--- config.mk ---
export PLATFORM = sky130hd
export DESIGN_NAME = timer_mode_controller
export DESIGN_NICKNAME = d
export VERILOG_FILES = /design/src/rtl/timer_pkg.sv /design/src/rtl/button_edge_detector.sv /design/src/rtl/timer_mode_controller.sv
export SDC_FILE = /design/constraint.sdc
export NUM_CORES = 1
export LEC_CHECK = 0
export CAP_MARGIN = 20
export CORE_UTILIZATION = 40
export DETAILED_ROUTE_END_ITERATION = 6
export PLACE_DENSITY = 0.71
export SLEW_MARGIN = 5
export SYNTH_ARGS = -nofsm -noshare
export SYNTH_HDL_FRONTEND = slang
export SYNTH_HIERARCHICAL = 1
export SYNTH_SLANG_ARGS = --single-unit
--- constraint.sdc ---
create_clock -name clockSignal -period 2.2 [get_ports clockSignal]
set_input_delay 0.44 -clock clockSignal [delete_from_list [all_inputs] [get_ports clockSignal]]
set_output_delay 0.44 -clock clockSignal [all_outputs]
set_load 0.005 [all_outputs]
--- src/rtl/timer_pkg.sv ---
// Shared encodings for the timer sequencer: display modes, FSM state types,
// and counter widths.
package timer_pkg;
  localparam logic [1:0] MODE_COUNTDOWN = 2'd0;
  localparam logic [1:0] MODE_STOPWATCH = 2'd1;
  localparam logic [1:0] MODE_CLOCK     = 2'd2;
  localparam logic [1:0] MODE_ALARM_SET = 2'd3;

  localparam int CENTI_PER_SEC = 100;
  localparam int SW_W          = 32;

  typedef enum logic [1:0] {CD_IDLE, CD_RUN, CD_PAUSE, CD_RING} cd_state_t;
  typedef enum logic [1:0] {SW_IDLE, SW_RUN, SW_STOP} sw_state_t;
endpackage

--- src/rtl/button_edge_detector.sv ---
// Rising-edge press detector: one-cycle press per low-to-high transition.
module button_edge_detector (
  input  logic clockSignal,
  input  logic resetN,
  input  logic btn,
  output logic press
);
  logic btnPrev;

  always_ff @(posedge clockSignal or negedge resetN)
    if (!resetN) btnPrev <= 1'b0;
    else         btnPrev <= btn;

  assign press = btn & ~btnPrev;
endmodule

--- src/rtl/timer_mode_controller.sv ---
// Front-panel sequencer: mode select, countdown with ring, stopwatch with
// lap capture. Both counters advance on tick regardless of displayed mode.
module timer_mode_controller
  import timer_pkg::*;
#(
  parameter int LAP_DEPTH  = 16,
  parameter int RING_TICKS = 3000,
  parameter int PRESET_W   = 24
) (
  input  logic                         clockSignal,
  input  logic                         resetN,
  input  logic                         tick,
  input  logic                         modeButton,
  input  logic                         startOrStop,
  input  logic                         splitOrReset,
  input  logic [PRESET_W-1:0]          presetCentiseconds,
  output logic [1:0]                   mode,
  output logic [PRESET_W-1:0]          countdownRemaining,
  output logic [SW_W-1:0]              stopwatchCount,
  output logic                         lapWriteEn,
  output logic [$clog2(LAP_DEPTH)-1:0] lapWriteIndex,
  output logic [SW_W-1:0]              lapWriteData,
  output logic [7:0]                   lapTotal,
  output logic                         lapClear,
  output logic                         ringSound,
  output logic                         cdRunning,
  output logic                         swRunning
);
  localparam int IW = $clog2(LAP_DEPTH);
  localparam int RW = $clog2(RING_TICKS + 1);

  logic [2:0] btns, presses;
  assign btns = {splitOrReset, startOrStop, modeButton};

  for (genvar g = 0; g < 3; g++) begin : g_btn
    button_edge_detector u_det (
      .clockSignal(clockSignal), .resetN(resetN),
      .btn(btns[g]), .press(presses[g])
    );
  end

  // Priority resolver: ring ack swallows everything, then mode, then start, then split.
  cd_state_t cdState, cdNext;
  sw_state_t swState, swNext;
  logic ack, modeAdv, ssEff, srEff, cdStart, cdSplit, swStart, swSplit;

  always_comb begin
    ack     = ringSound & |presses;
    modeAdv = ~ringSound & presses[0];
    ssEff   = ~ringSound & ~presses[0] & presses[1];
    srEff   = ~ringSound & ~presses[0] & ~presses[1] & presses[2];
    cdStart = ssEff & (mode == MODE_COUNTDOWN);
    cdSplit = srEff & (mode == MODE_COUNTDOWN);
    swStart = ssEff & (mode == MODE_STOPWATCH);
    swSplit = srEff & (mode == MODE_STOPWATCH);
  end

  always_ff @(posedge clockSignal or negedge resetN)
    if (!resetN)      mode <= MODE_COUNTDOWN;
    else if (modeAdv) mode <= mode + 2'd1;

  // Countdown FSM
  logic [PRESET_W-1:0] remNext;
  logic [RW-1:0]       ringCnt, ringNext;

  always_ff @(posedge clockSignal or negedge resetN)
    if (!resetN) begin
      cdState            <= CD_IDLE;
      countdownRemaining <= '0;
      ringCnt            <= '0;
    end else begin
      cdState            <= cdNext;
      countdownRemaining <= remNext;
      ringCnt            <= ringNext;
    end

  always_comb begin
    cdNext   = cdState;
    remNext  = countdownRemaining;
    ringNext = ringCnt;
    case (cdState)
      CD_IDLE:
        if (cdStart && presetCentiseconds != '0) begin
          remNext = presetCentiseconds;
          cdNext  = CD_RUN;
        end
      CD_RUN: begin
        if (tick && countdownRemaining != '0)
          remNext = countdownRemaining - PRESET_W'(1);
        // expiry takes precedence over a same-cycle pause
        if (tick && countdownRemaining == PRESET_W'(1)) begin
          cdNext   = CD_RING;
          ringNext = '0;
        end else if (cdStart) cdNext = CD_PAUSE;
      end
      CD_PAUSE:
        if (cdStart) cdNext = CD_RUN;
        else if (cdSplit) begin
          remNext = '0;
          cdNext  = CD_IDLE;
        end
      CD_RING:
        if (ack) cdNext = CD_IDLE;
        else if (tick) begin
          ringNext = ringCnt + RW'(1);
          if (ringNext == RW'(RING_TICKS)) cdNext = CD_IDLE;
        end
      default: cdNext = CD_IDLE;
    endcase
  end

  // Stopwatch FSM with lap capture
  logic [SW_W-1:0] cntTick, cntNext, dataNext;
  logic [IW-1:0]   idxNext;
  logic [7:0]      totNext;
  logic            weNext, clrNext;

  always_ff @(posedge clockSignal or negedge resetN)
    if (!resetN) begin
      swState        <= SW_IDLE;
      stopwatchCount <= '0;
      lapTotal       <= '0;
      lapWriteEn     <= 1'b0;
      lapWriteIndex  <= '0;
      lapWriteData   <= '0;
      lapClear       <= 1'b0;
    end else begin
      swState        <= swNext;
      stopwatchCount <= cntNext;
      lapTotal       <= totNext;
      lapWriteEn     <= weNext;
      lapWriteIndex  <= idxNext;
      lapWriteData   <= dataNext;
      lapClear       <= clrNext;
    end

  always_comb begin
    swNext   = swState;
    cntNext  = stopwatchCount;
    totNext  = lapTotal;
    weNext   = 1'b0;
    clrNext  = 1'b0;
    idxNext  = lapWriteIndex;
    dataNext = lapWriteData;
    cntTick  = (tick && stopwatchCount != '1) ? stopwatchCount + SW_W'(1) : stopwatchCount;
    case (swState)
      SW_IDLE: if (swStart) swNext = SW_RUN;
      SW_RUN: begin
        cntNext = cntTick;
        if (swStart) swNext = SW_STOP;
        else if (swSplit) begin
          weNext   = 1'b1;
          dataNext = cntTick;
          idxNext  = lapTotal[IW-1:0];
          if (lapTotal != 8'hFF) totNext = lapTotal + 8'd1;
        end
      end
      SW_STOP:
        if (swStart) swNext = SW_RUN;
        else if (swSplit) begin
          cntNext = '0;
          totNext = '0;
          clrNext = 1'b1;
          swNext  = SW_IDLE;
        end
      default: swNext = SW_IDLE;
    endcase
  end

  assign ringSound = (cdState == CD_RING);
  assign cdRunning = (cdState == CD_RUN);
  assign swRunning = (swState == SW_RUN);
endmodule
==> results.tsv <==
metric	value	unit
Post-synth ARST share	1.00	
Area contributors post-synth	dfrtp_1, o21ai_0, nand2_1, nor2_1, ha_1	
final hold slack	475	ps
H-Tree Depth	4	
Cell Rows	48	
Mapped Avg Cell Area	8.73	sq um
status	finished, violations left	
hpwl dp	15800	microns
CP max stage cell	or4_4	
PortBufs	136	
Worst-Margin Slew	484	ps
Starting Density	0.414	
CTS tree	yes	
Mapped Cells	828	
grt ovf	0	
vias per cell	5.51	
FF+latch count, synth	123	
worst skew pair latency	430	ps
CP arrival	2580	ps
Routed WL per cell	16.4	microns
Yosys top cell area share	0.426	
Remaining DRCs	0	
Max-Cap Viols	0	
Pre-antenna DRT Iters	5	
worst r2r src	countdownRemaining[5]	
Via Count	7452	
Finished Cell Area	0.0109	sq mm
non-filler cells, final	1352	
# nets final	1164	
hold path cells	2	
diode count	0	
synthesized area	0.00723	sq mm
first-pass GRT wire length	34400	microns
IR drop worst, VDD	0.000788	V
Final Worst Setup Slack	-69.5	ps
Cell Area, Placed	0.00998	sq mm
routed wire length	22100	microns
met1 Resource Use GR	0.301	
Die Y-Extent	136	microns
fin crit period	2270	ps
die width	136	microns
CP bufs+invs	0	
GR peak layer	met2	
crit-path max FO	3	
Clock Skew	17.1	ps
CP delay by family, top	simple AND/OR/NAND/NOR gates	
top post-synthesis cells by count	dfrtp_1, nand2_1, o21ai_0	
Syn. warnings	6	
initial antenna violation count	0	
Max Slew Vio Count	0	
CP cell instances	nor4_4 > nand4b_1 > or4_4 > a32oi_1 > o21ai_1 > mux2_1	
FMAX	441	MHz
type of the most critical hold path	reg2reg	
share of layout cells above drive strength 1	0.229	
GRT Overall Usage	0.236	
DRT antenna net count	0	
met2 Use GR	0.398	
FF-to-FF path depth	6	
Clock Sink Count	123	
Pleak	4.73	nW
Worst Path Required	2510	ps
die area	0.0186	sq mm
Final period util	1.03	
delay of the slowest critical-path stage	560	ps
Power Density	1170	mW/mm^2
vias in the first global route	7019	
Clock Path Buffers	2	
CP Depth	6	
final RePlAce weighted congestion	0.894	
Placed Cells incl. Taps	1307	
area grow syn2layout	50.4	%
Critical Path Start Type	flip-flop	
RSZ-0062 raised after global routing	yes	
Yosys cell types	68	
I/O pin cnt	137	
clock slew at reported path FFs	60	ps
M3 GR Usage	0.0444	
hold path startpoint	lapWriteData[23]	
relative slew slack	0.677	
CTS buffer count	17	
sequential area share after synthesis	0.426	
CTS root buf	clkbuf_16	
# setup viols final	4	
syn_nets	875	
critical path type	reg2reg	
Post-synth EDFFs	0	
CP endpoint kind	flip-flop	
worst hold endpoint	lapWriteData[23]	
largest net degree at the start of global routing	61	
worst reg2reg path endpoint	cdState[0]	
core region area	0.0175	sq mm
cell taking the most area after synthesis	dfrtp_1	
Reg2Reg Setup Slack	-70	ps
DRT iter0 DRCs	532	
top_reg_cell synth	dfrtp_1	
final hold violations	0	
failing checks	negative setup slack	
flip-flops by register name (all words and copies together) (netlist names):
register	cells
lapWriteData	32
stopwatchCount	32
countdownRemaining	24
ringCnt	12
lapTotal	8
lapWriteIndex	4
g_btn.u_det/btnPrev	3
cdState	2
mode	2
swState	2
lapClear	1
lapWriteEn	1
metal layers:
layer	vias up	routed length (microns)	part of all wire
li1	3569	-	-
met1	3567	9570	0.43
met2	272	10800	0.49
met3	44	1230	0.056
met4	0	470	0.021
met5	-	0	0
where the power goes:
| part | internal (W) | switching (W) |
|---|---|---|
| Sequential | 0.00280 | 0.000471 |
| Combinational | 0.00347 | 0.00346 |
| Clock | 0.00153 | 0.000961 |
timing repair:
action | 4_1_cts | 5_1_grt
cloned | 0 | 4
hold buffers | 1 | 0
hold endpoints to repair | 32 | 0
pin swaps | 2 | 14
setup buffers | 3 | 9
gates resized for setup | 12 | 35
setup endpoints to repair | 16 | 65
cell usage in the layout (no fill, tap or decap), types with 9 or more instances in the layout:
cell type        synthesis  final
nand2_1                123    119
nand3_1                 34     34
inv_1                   23     21
nor2_1                  58     57
nand3b_1                10     10
clkbuf_16                0     21
a21oi_1                 28     28
nor2b_1                 10      9
ha_1                    17     12
nor3_1                  25     24
xnor2_1                 23     23
nor4_1                  17     16
dfrtp_1                123    122
mux2i_1                 17     17
clkdlybuf4s50_1          0    134
a22oi_1                 10     10
nand4_1                 13     13
o21ai_0                105     98
buf_4                    0    165
xor2_1                  14     14
logic make-up after synthesis:
| logic type | share of synthesized area |
|---|---|
| buffers and inverters | 0.0393 |
| adder cells (fa/ha/maj) | 0.0294 |
| flip-flops | 0.426 |
| AND/OR/NAND/NOR | 0.257 |
| XOR/XNOR | 0.0448 |
| AO/OA/AOI/OAI | 0.175 |
| multiplexers | 0.0282 |
tightest hold or removal path, delay by kind of cell (launching register included):
kind	cells	cell delay, ps
and+or+nand+nor	1	50
DFF	1	340
AOI/OAI and AO/OA	1	60
worst max-delay path by stage:
stage	startpoint	end	slack (ps)
3_5_place_dp	modeButton	ringCnt[5]	-350
6_report	countdownRemaining[5]	cdState[0]	-70
5_1_grt	countdownRemaining[5]	cdState[0]	-120
4_1_cts	countdownRemaining[5]	cdState[0]	-70
3_3_place_gp	presetCentiseconds[22]	countdownRemaining[2]	-320
2_1_floorplan	countdownRemaining[5]	cdState[0]	-20
through the flow:
stage               setup TNS [ps]  setup WS, ps   util  power [W]
finish                       -99.3         -69.5  0.622     0.0127
global route                  -451          -120  0.622     0.0135
CTS                           -119         -68.4  0.606     0.0121
detailed placement          -18980          -352  0.571    0.00941
global placement            -15260          -323  0.571    0.00927
floorplan                    -19.0         -19.0      -    0.00634
final cells by class:
cell class	count	area [sq um]
fillers	1471	6610
flip-flops and latches	123	3080
multi-input cells	637	4070
clock inverters	3	15.0
inverters	25	93.8
repair buffers	313	2840
well taps	225	282
clock buffers	26	499
Power figures use the tool's default switching activity.
==> RTL edit 1: new RTL, same flow settings <==
Register the inputs `tick` and `modeButton` before use, cleared by the reset. The logic sees them one clock later.
--- a/src/rtl/timer_mode_controller.sv
+++ b/src/rtl/timer_mode_controller.sv
@@ -30,6 +30,19 @@
   localparam int RW = $clog2(RING_TICKS + 1);
 
+  logic tick_q;
+  logic modeButton_q;
+
+  always_ff @(posedge clockSignal or negedge resetN) begin
+    if (!resetN) begin
+      tick_q       <= '0;
+      modeButton_q <= '0;
+    end else begin
+      tick_q       <= tick;
+      modeButton_q <= modeButton;
+    end
+  end
+
   logic [2:0] btns, presses;
-  assign btns = {splitOrReset, startOrStop, modeButton};
+  assign btns = {splitOrReset, startOrStop, modeButton_q};
 
   for (genvar g = 0; g < 3; g++) begin : g_btn
@@ -86,8 +99,8 @@
         end
       CD_RUN: begin
-        if (tick && countdownRemaining != '0)
+        if (tick_q && countdownRemaining != '0)
           remNext = countdownRemaining - PRESET_W'(1);
         // expiry takes precedence over a same-cycle pause
-        if (tick && countdownRemaining == PRESET_W'(1)) begin
+        if (tick_q && countdownRemaining == PRESET_W'(1)) begin
           cdNext   = CD_RING;
           ringNext = '0;
@@ -102,5 +115,5 @@
       CD_RING:
         if (ack) cdNext = CD_IDLE;
-        else if (tick) begin
+        else if (tick_q) begin
           ringNext = ringCnt + RW'(1);
           if (ringNext == RW'(RING_TICKS)) cdNext = CD_IDLE;
@@ -143,5 +156,5 @@
     idxNext  = lapWriteIndex;
     dataNext = lapWriteData;
-    cntTick  = (tick && stopwatchCount != '1) ? stopwatchCount + SW_W'(1) : stopwatchCount;
+    cntTick  = (tick_q && stopwatchCount != '1) ? stopwatchCount + SW_W'(1) : stopwatchCount;
     case (swState)
       SW_IDLE: if (swStart) swNext = SW_RUN;
Formal check against the unedited RTL: not equivalent (a bounded check fails within 4 cycles, from zero or initial values and one cycle with resetN low).
==> RTL edit 1 against the unedited design <==
The flow still finishes with violations (setup timing); clock skew fell by 7.3 ps; final area fell by 1.8%; wire length fell by 0.89%; synthesized area fell by 1.0%; sequential cell count rose by 2; combinational power rose by 3.5%; total power rose by 3.7%; core utilization fell by 0.67 points; sequential share of layout area rose by 0.96 points; setup slack got worse by 19 ps; clock power rose by 8.8%; first-iteration DRC count rose by 9.0%; critical path type unchanged; critical endpoint unchanged; highest routed layer unchanged.
==> RTL edit 1: results (changes against the unedited design) <==
Clock tree
  – H-tree Lvls: 4 (unchanged)
  – Reg clk slew, reported paths: 60 ps (about the same)
  – Latest clock arrival within the worst-skew pair: 410 ps (-20 ps)
  – Clock Tree Root: clkbuf_16
  – Total CTS buffers: 17 (unchanged)
  – Max Root-Sink Buffers: 2 (unchanged)

Hold path
  – Worst hold-check path type: in2async

Routing
  – M1 wire length: 9350 µm (-2.3%)
  – Met2 wire len: 10700 µm (-1.8%)
  – Via count: 7255 (-2.6%)
  – 1st-pass router iterations: 6 (+1)
  – Top Metal Used: met4
  – Overall routed net length: 21900 µm (-0.89%)
  – Iteration-0 DRC Markers: 580 (+9.0%)
  – WL met3: 1380 µm (+12%)
  – DR WL/cell: 16.9 µm (+3.6%)

Timing
  – Hold Slack: 2.55 ps (-472 ps)
  – Worst clock skew: 9.72 ps (-7.34 ps)
  – Relative slew margins: 0.529 (-0.148)
  – Final Worst Setup Slack: -88.8 ps (-19.3 ps)
  – Count of final setup violators: 28 (+24)

Run status
  – Status: finished with violations
  – Failing checks: setup timing

GRT
  – Pin count of the biggest net entering global routing: 57 (-6.6%)
  – Initial antenna violation count: 0 (unchanged)
  – Vias in the first global route: 7065 (+0.66%)
  – First-pass GRT wire length: 35200 µm (+2.3%)
  – Total Routing Usage GR: 0.245 (+0.00875)

Place
  – Dpl cell area: 9680 µm² (-3.0%)
  – Pre-CTS setup slack: -307 ps (+44.9 ps)
  – I/O Buffers: 136 (unchanged)
  – GP Congestion: 0.919 (+2.8%)
  – Placed insts: 1247 (-4.6%)
  – Detail Placement HPWL: 15200 µm (-3.7%)

Synthesis
  – Register area share after synthesis: 0.437 (+0.0114)
  – Commonest cells in the netlist: 125 x dfrtp_1, 97 x o21ai_0, 92 x nand2_1
  – Async set-reset flop share out of synthesis: 1.00 (unchanged)
  – Ys Warns: 6 (unchanged)
  – Ranking of synthesized cells by area: dfrtp_1 44%, o21ai_0 6.8%, nand2_1 4.8%, ha_1 3.1%, nor2_1 2.7%
  – Synth cell types: 68 (unchanged)
  – Primary FF master, synth: dfrtp_1
  – Syn Area/Cell: 8.88 µm² (+1.7%)
  – Syn Nets: 854 (-2.4%)

Setup path
  – FF-to-FF Start: countdownRemaining[9]
  – Worst stage delay on the critical path: ~570 ps
  – CP max FO: 3 (unchanged)
  – Worst EP arrival: 2580 ps (about the same)
  – Depth of the most critical reg-to-reg path: 6 (unchanged)
  – CP top delay family: simple AND/OR/NAND/NOR gates
  – Crit-path slowest cell: or4_4
  – Reg-to-reg endpoint: cdState[0]

Power
  – VDD IR max: 0.763 mV (-3.1%)
  – LEAKAGE: 4.64 nW (-2.0%)

Final layout
  – Largest regs: lapWriteData (32), stopwatchCount (32), countdownRemaining (24)
  – Fraction of layout cells with a size suffix above 1: 0.227 (-0.00161)
  – # diodes: 0 (unchanged)
  – Nets@finish: 1105 (-5.1%)
[RTL edit 1: changes by cell type in the layout (fill, tap and decap cells not counted), sizes merged, moves of 10 or more]
| cell | before | now |
|---|---|---|
| nand2 | 123 | 92 |
| nor3 | 25 | 15 |
| buf | 173 | 142 |
| o21ai | 107 | 125 |
| nand3b | 10 | 0 |
[RTL edit 1: power by group]
part | total (mW) | leakage [nW] | internal (mW) | switching (mW)
logic | 7.18 | 2.75 | 3.55 | 3.63
clock network | 2.71 | 0.286 | 1.74 | 0.976
registers | 3.28 | 1.60 | 2.86 | 0.414
[RTL edit 1: worst max path at each step]
stage / startpoint / endpoint / slack, ps
global placement: splitOrReset / countdownRemaining[20] / -270
global route: countdownRemaining[9] / cdState[0] / -160
detailed placement: presetCentiseconds[22] / countdownRemaining[20] / -310
floorplan: ringCnt[0] / cdState[0] / -20
CTS: countdownRemaining[9] / cdState[0] / -140
finish: countdownRemaining[9] / cdState[0] / -90
[RTL edit 1: per-layer routing]
metal  GRT usage  vias up
li1            -     3439
met1       0.311     3450
met2       0.408      305
met3      0.0498       61
met4      0.0949        0
met5           0        -
[RTL edit 1: kinds of logic (layout without fill, tap and decap cells)]
family | Yosys count | in the layout | synth area share
buffers and inverters | 72 | 335 | 0.0393
AOI/OAI and AO/OA | 238 | 238 | 0.204
xor gates and xnor gates | 31 | 31 | 0.0379
DFF | 125 | 125 | 0.437
adders and majority gates | 18 | 18 | 0.0315
muxes | 25 | 25 | 0.0360
and+or+nand+nor | 297 | 297 | 0.214
[RTL edit 1: through the flow]
| stage | power [mW] | setup TNS (ps) | util |
|---|---|---|---|
| 4_1_cts | 12.8 | -1500 | 0.606 |
| 5_1_grt | 14.0 | -3340 | 0.615 |
| 3_3_place_gp | 9.12 | -13640 | 0.558 |
| 2_1_floorplan | 6.14 | -16.7 | - |
| 3_5_place_dp | 9.24 | -14590 | 0.558 |
| 6_report | 13.2 | -894 | 0.615 |
[RTL edit 1: final cells by class]
type,count,area (µm²)
clock buffer,23,478
timing repair buffer,279,2640
multi-input combinational,609,3970
sequential,125,3130
clock inverter,8,90.1
fill,1452,6680
inverter,25,93.8
tap,225,282
[RTL edit 1: repair_timing]
item                                    CTS  global route
resized for setup                        51            41
setup buffers                             8             3
cloned                                    6             1
endpoints found under the setup margin   23            46
endpoints found under the hold margin     0             0
pin swaps                                10            27
==> RTL edit 2: new RTL, same settings <==
Without the edit above. Change the parameter `RING_TICKS` from 3000 to 12000.
--- a/src/rtl/timer_mode_controller.sv
+++ b/src/rtl/timer_mode_controller.sv
@@ -5,5 +5,5 @@
 #(
   parameter int LAP_DEPTH  = 16,
-  parameter int RING_TICKS = 3000,
+  parameter int RING_TICKS = 12000,
   parameter int PRESET_W   = 24
 ) (
Formal check against the unedited RTL: no difference found for any inputs over 4 cycles, from zero or initial values and one cycle with resetN low; that may be too few to reach the edited logic, so the function may still have changed.
==> RTL edit 2 against the unedited design <==
The flow still finishes with violations (setup timing); sequential power hardly changed; fmax is 0.51% higher; final area is 1.5% higher; sequential cell count is 2 higher; total power is 13% higher; die area is 0.53% higher; count of clock-buffer cells in the layout is 7 lower; core utilization is 0.71 points higher; setup slack better by 12 ps; wire length is 0.54% lower; worst hold slack worse by 310 ps; synthesized area is 0.54% higher; first-iteration DRC count is 2.3% lower; sequential share of layout area hardly changed; largest power group unchanged.
==> RTL edit 2: results (changes against the unedited design) <==
Routing
  – Overall routed net length: 22000 µm (-0.54%)
  – Via count: 7381 (-0.95%)
  – Iteration-0 DRC Markers: 520 (-2.3%)
  – Drt via density: 5.50 (-0.29%)

GRT
  – First-pass GRT wire length: 33900 µm (-1.4%)
  – Pin count of the biggest net entering global routing: 68 (+11%)
  – Total Routing Usage GR: 0.233 (-0.00344)
  – Vias in the first global route: 6995 (-0.34%)

Place
  – Detail Placement HPWL: 15500 µm (-1.9%)
  – GP Congestion: 0.874 (-2.2%)
  – Dpl cell area: 9930 µm² (-0.58%)
  – Pre-CTS setup slack: -596 ps (-244 ps)
  – Placed insts: 1296 (-0.84%)

Synthesis
  – Synth cell types: 70 (+2.9%)
  – Register area share after synthesis: 0.430 (+0.00461)
  – Ranking of synthesized cells by area: dfrtp_1 43%, o21ai_0 7.7%, nand2_1 5.6%, nor2_1 3.3%, ha_1 3.1%
  – Syn Nets: 873 (-0.23%)
  – Commonest cells in the netlist: 125 x dfrtp_1, 112 x o21ai_0, 108 x nand2_1
  – Syn Area/Cell: 8.81 µm² (+0.90%)

Final layout
  – Synth-to-layout area growth: 51.8%
  – Fraction of layout cells with a size suffix above 1: 0.252 (+0.0233)
  – Nets@finish: 1153 (-0.95%)
  – Largest regs: lapWriteData (32), stopwatchCount (32), countdownRemaining (24)

Power
  – LEAKAGE: 4.80 nW (+1.3%)
  – VDD IR max: 0.857 mV (+8.7%)

Timing
  – Final Worst Setup Slack: -57.9 ps (+11.6 ps)
  – Worst clock skew: 8.50 ps (-8.55 ps)
  – Relative slew margins: 0.699 (+0.0216)
  – Count of final setup violators: 17 (+13)
  – Total Neg Setup Slack: -330 ps (-231 ps)

Setup path
  – Depth of the most critical reg-to-reg path: 8 (+2)
  – CP max FO: 8 (+5)
  – Worst EP arrival: 2550 ps (-30 ps)
  – Crit-path slowest cell: or4bb_4

Hold path
  – Worst hold-check path type: in2reg
  – Hold path cells: 1 (-1)

Clock tree
  – Total CTS buffers: 17 (unchanged)

Run status
  – Failing checks: setup timing
  – Status: finished with violations
## RTL edit 2: per-stage QoR
| stage | hold slack (ps) | total power [mW] |
|---|---|---|
| final | 166 | 14.4 |
| after global routing | 168 | 15.2 |
| after CTS | 286 | 13.3 |
| after detailed placement | 389 | 10.2 |
| after global placement | 388 | 10.1 |
| after floorplan | 144 | 6.72 |
## RTL edit 2: cell families (layout without fill, tap and decap cells)
kind of cell / count (synthesis) / count (layout) / synth area share
XOR/XNOR: 33 / 33 / 0.0398
multiplexers: 12 / 12 / 0.0169
buffers and inverters: 66 / 359 / 0.0382
flip-flops: 125 / 125 / 0.430
AO/OA/AOI/OAI: 233 / 233 / 0.197
AND/OR/NAND/NOR: 338 / 338 / 0.246
adder cells (fa/ha/maj): 18 / 18 / 0.0310
## RTL edit 2: area by class of cell
cell class	count	area, µm²
clock buffer	19	443
fill	1470	6500
inverter	29	109
multi-input combinational	634	4170
tap	225	282
clock inverter	13	166
timing repair buffer	298	2740
sequential	125	3130
## RTL edit 2: critical path: cells and delay by family, from the launching register on
| family | cells | cell delay [ps] |
|---|---|---|
| adders and majority gates | 1 | 190 |
| AOI/OAI and AO/OA | 5 | 800 |
| and+or+nand+nor | 1 | 550 |
| DFF | 1 | 420 |
| buffers and inverters | 1 | 160 |
## RTL edit 2: worst paths after layout
| check | from | to |
|---|---|---|
| worst max-delay path | cdState[1] | countdownRemaining[13] |
| worst min-delay path | modeButton | g_btn[0].u_det/btnPrev |
| worst max register to register | cdState[1] | countdownRemaining[13] |
| worst min register to register | lapWriteIndex[3] | lapWriteIndex[3] |
| max in group asynchronous | resetN | ringCnt[3] |
| min in group asynchronous | resetN | lapWriteData[12] |
## RTL edit 2: report_power, final
group / internal [mW] / switching (mW) / leakage, nW / total [mW]
sequential: 2.83 / 0.460 / 1.60 / 3.29
clock: 1.82 / 1.10 / 0.301 / 2.91
combinational: 3.99 / 4.18 / 2.90 / 8.17
## RTL edit 2: repair_timing
item / 4_1_cts / 5_1_grt
hold buffers: 1 / 0
gates resized for setup: 27 / 111
buffers inserted: 0 / 8
setup endpoints to repair: 33 / 78
gates cloned: 0 / 6
hold endpoints to repair: 24 / 0
pin swaps: 0 / 37
## RTL edit 2: metal layers
layer | vias to the layer above | track usage | routed length [µm] | part of all wire
li1 | 3545 | - | - | -
met2 | 233 | 0.401 | 10900 | 0.50
met1 | 3555 | 0.287 | 9470 | 0.43
met4 | 0 | 0.0977 | 585 | 0.027
met5 | - | 0 | 0 | 0
met3 | 48 | 0.0407 | 1020 | 0.046
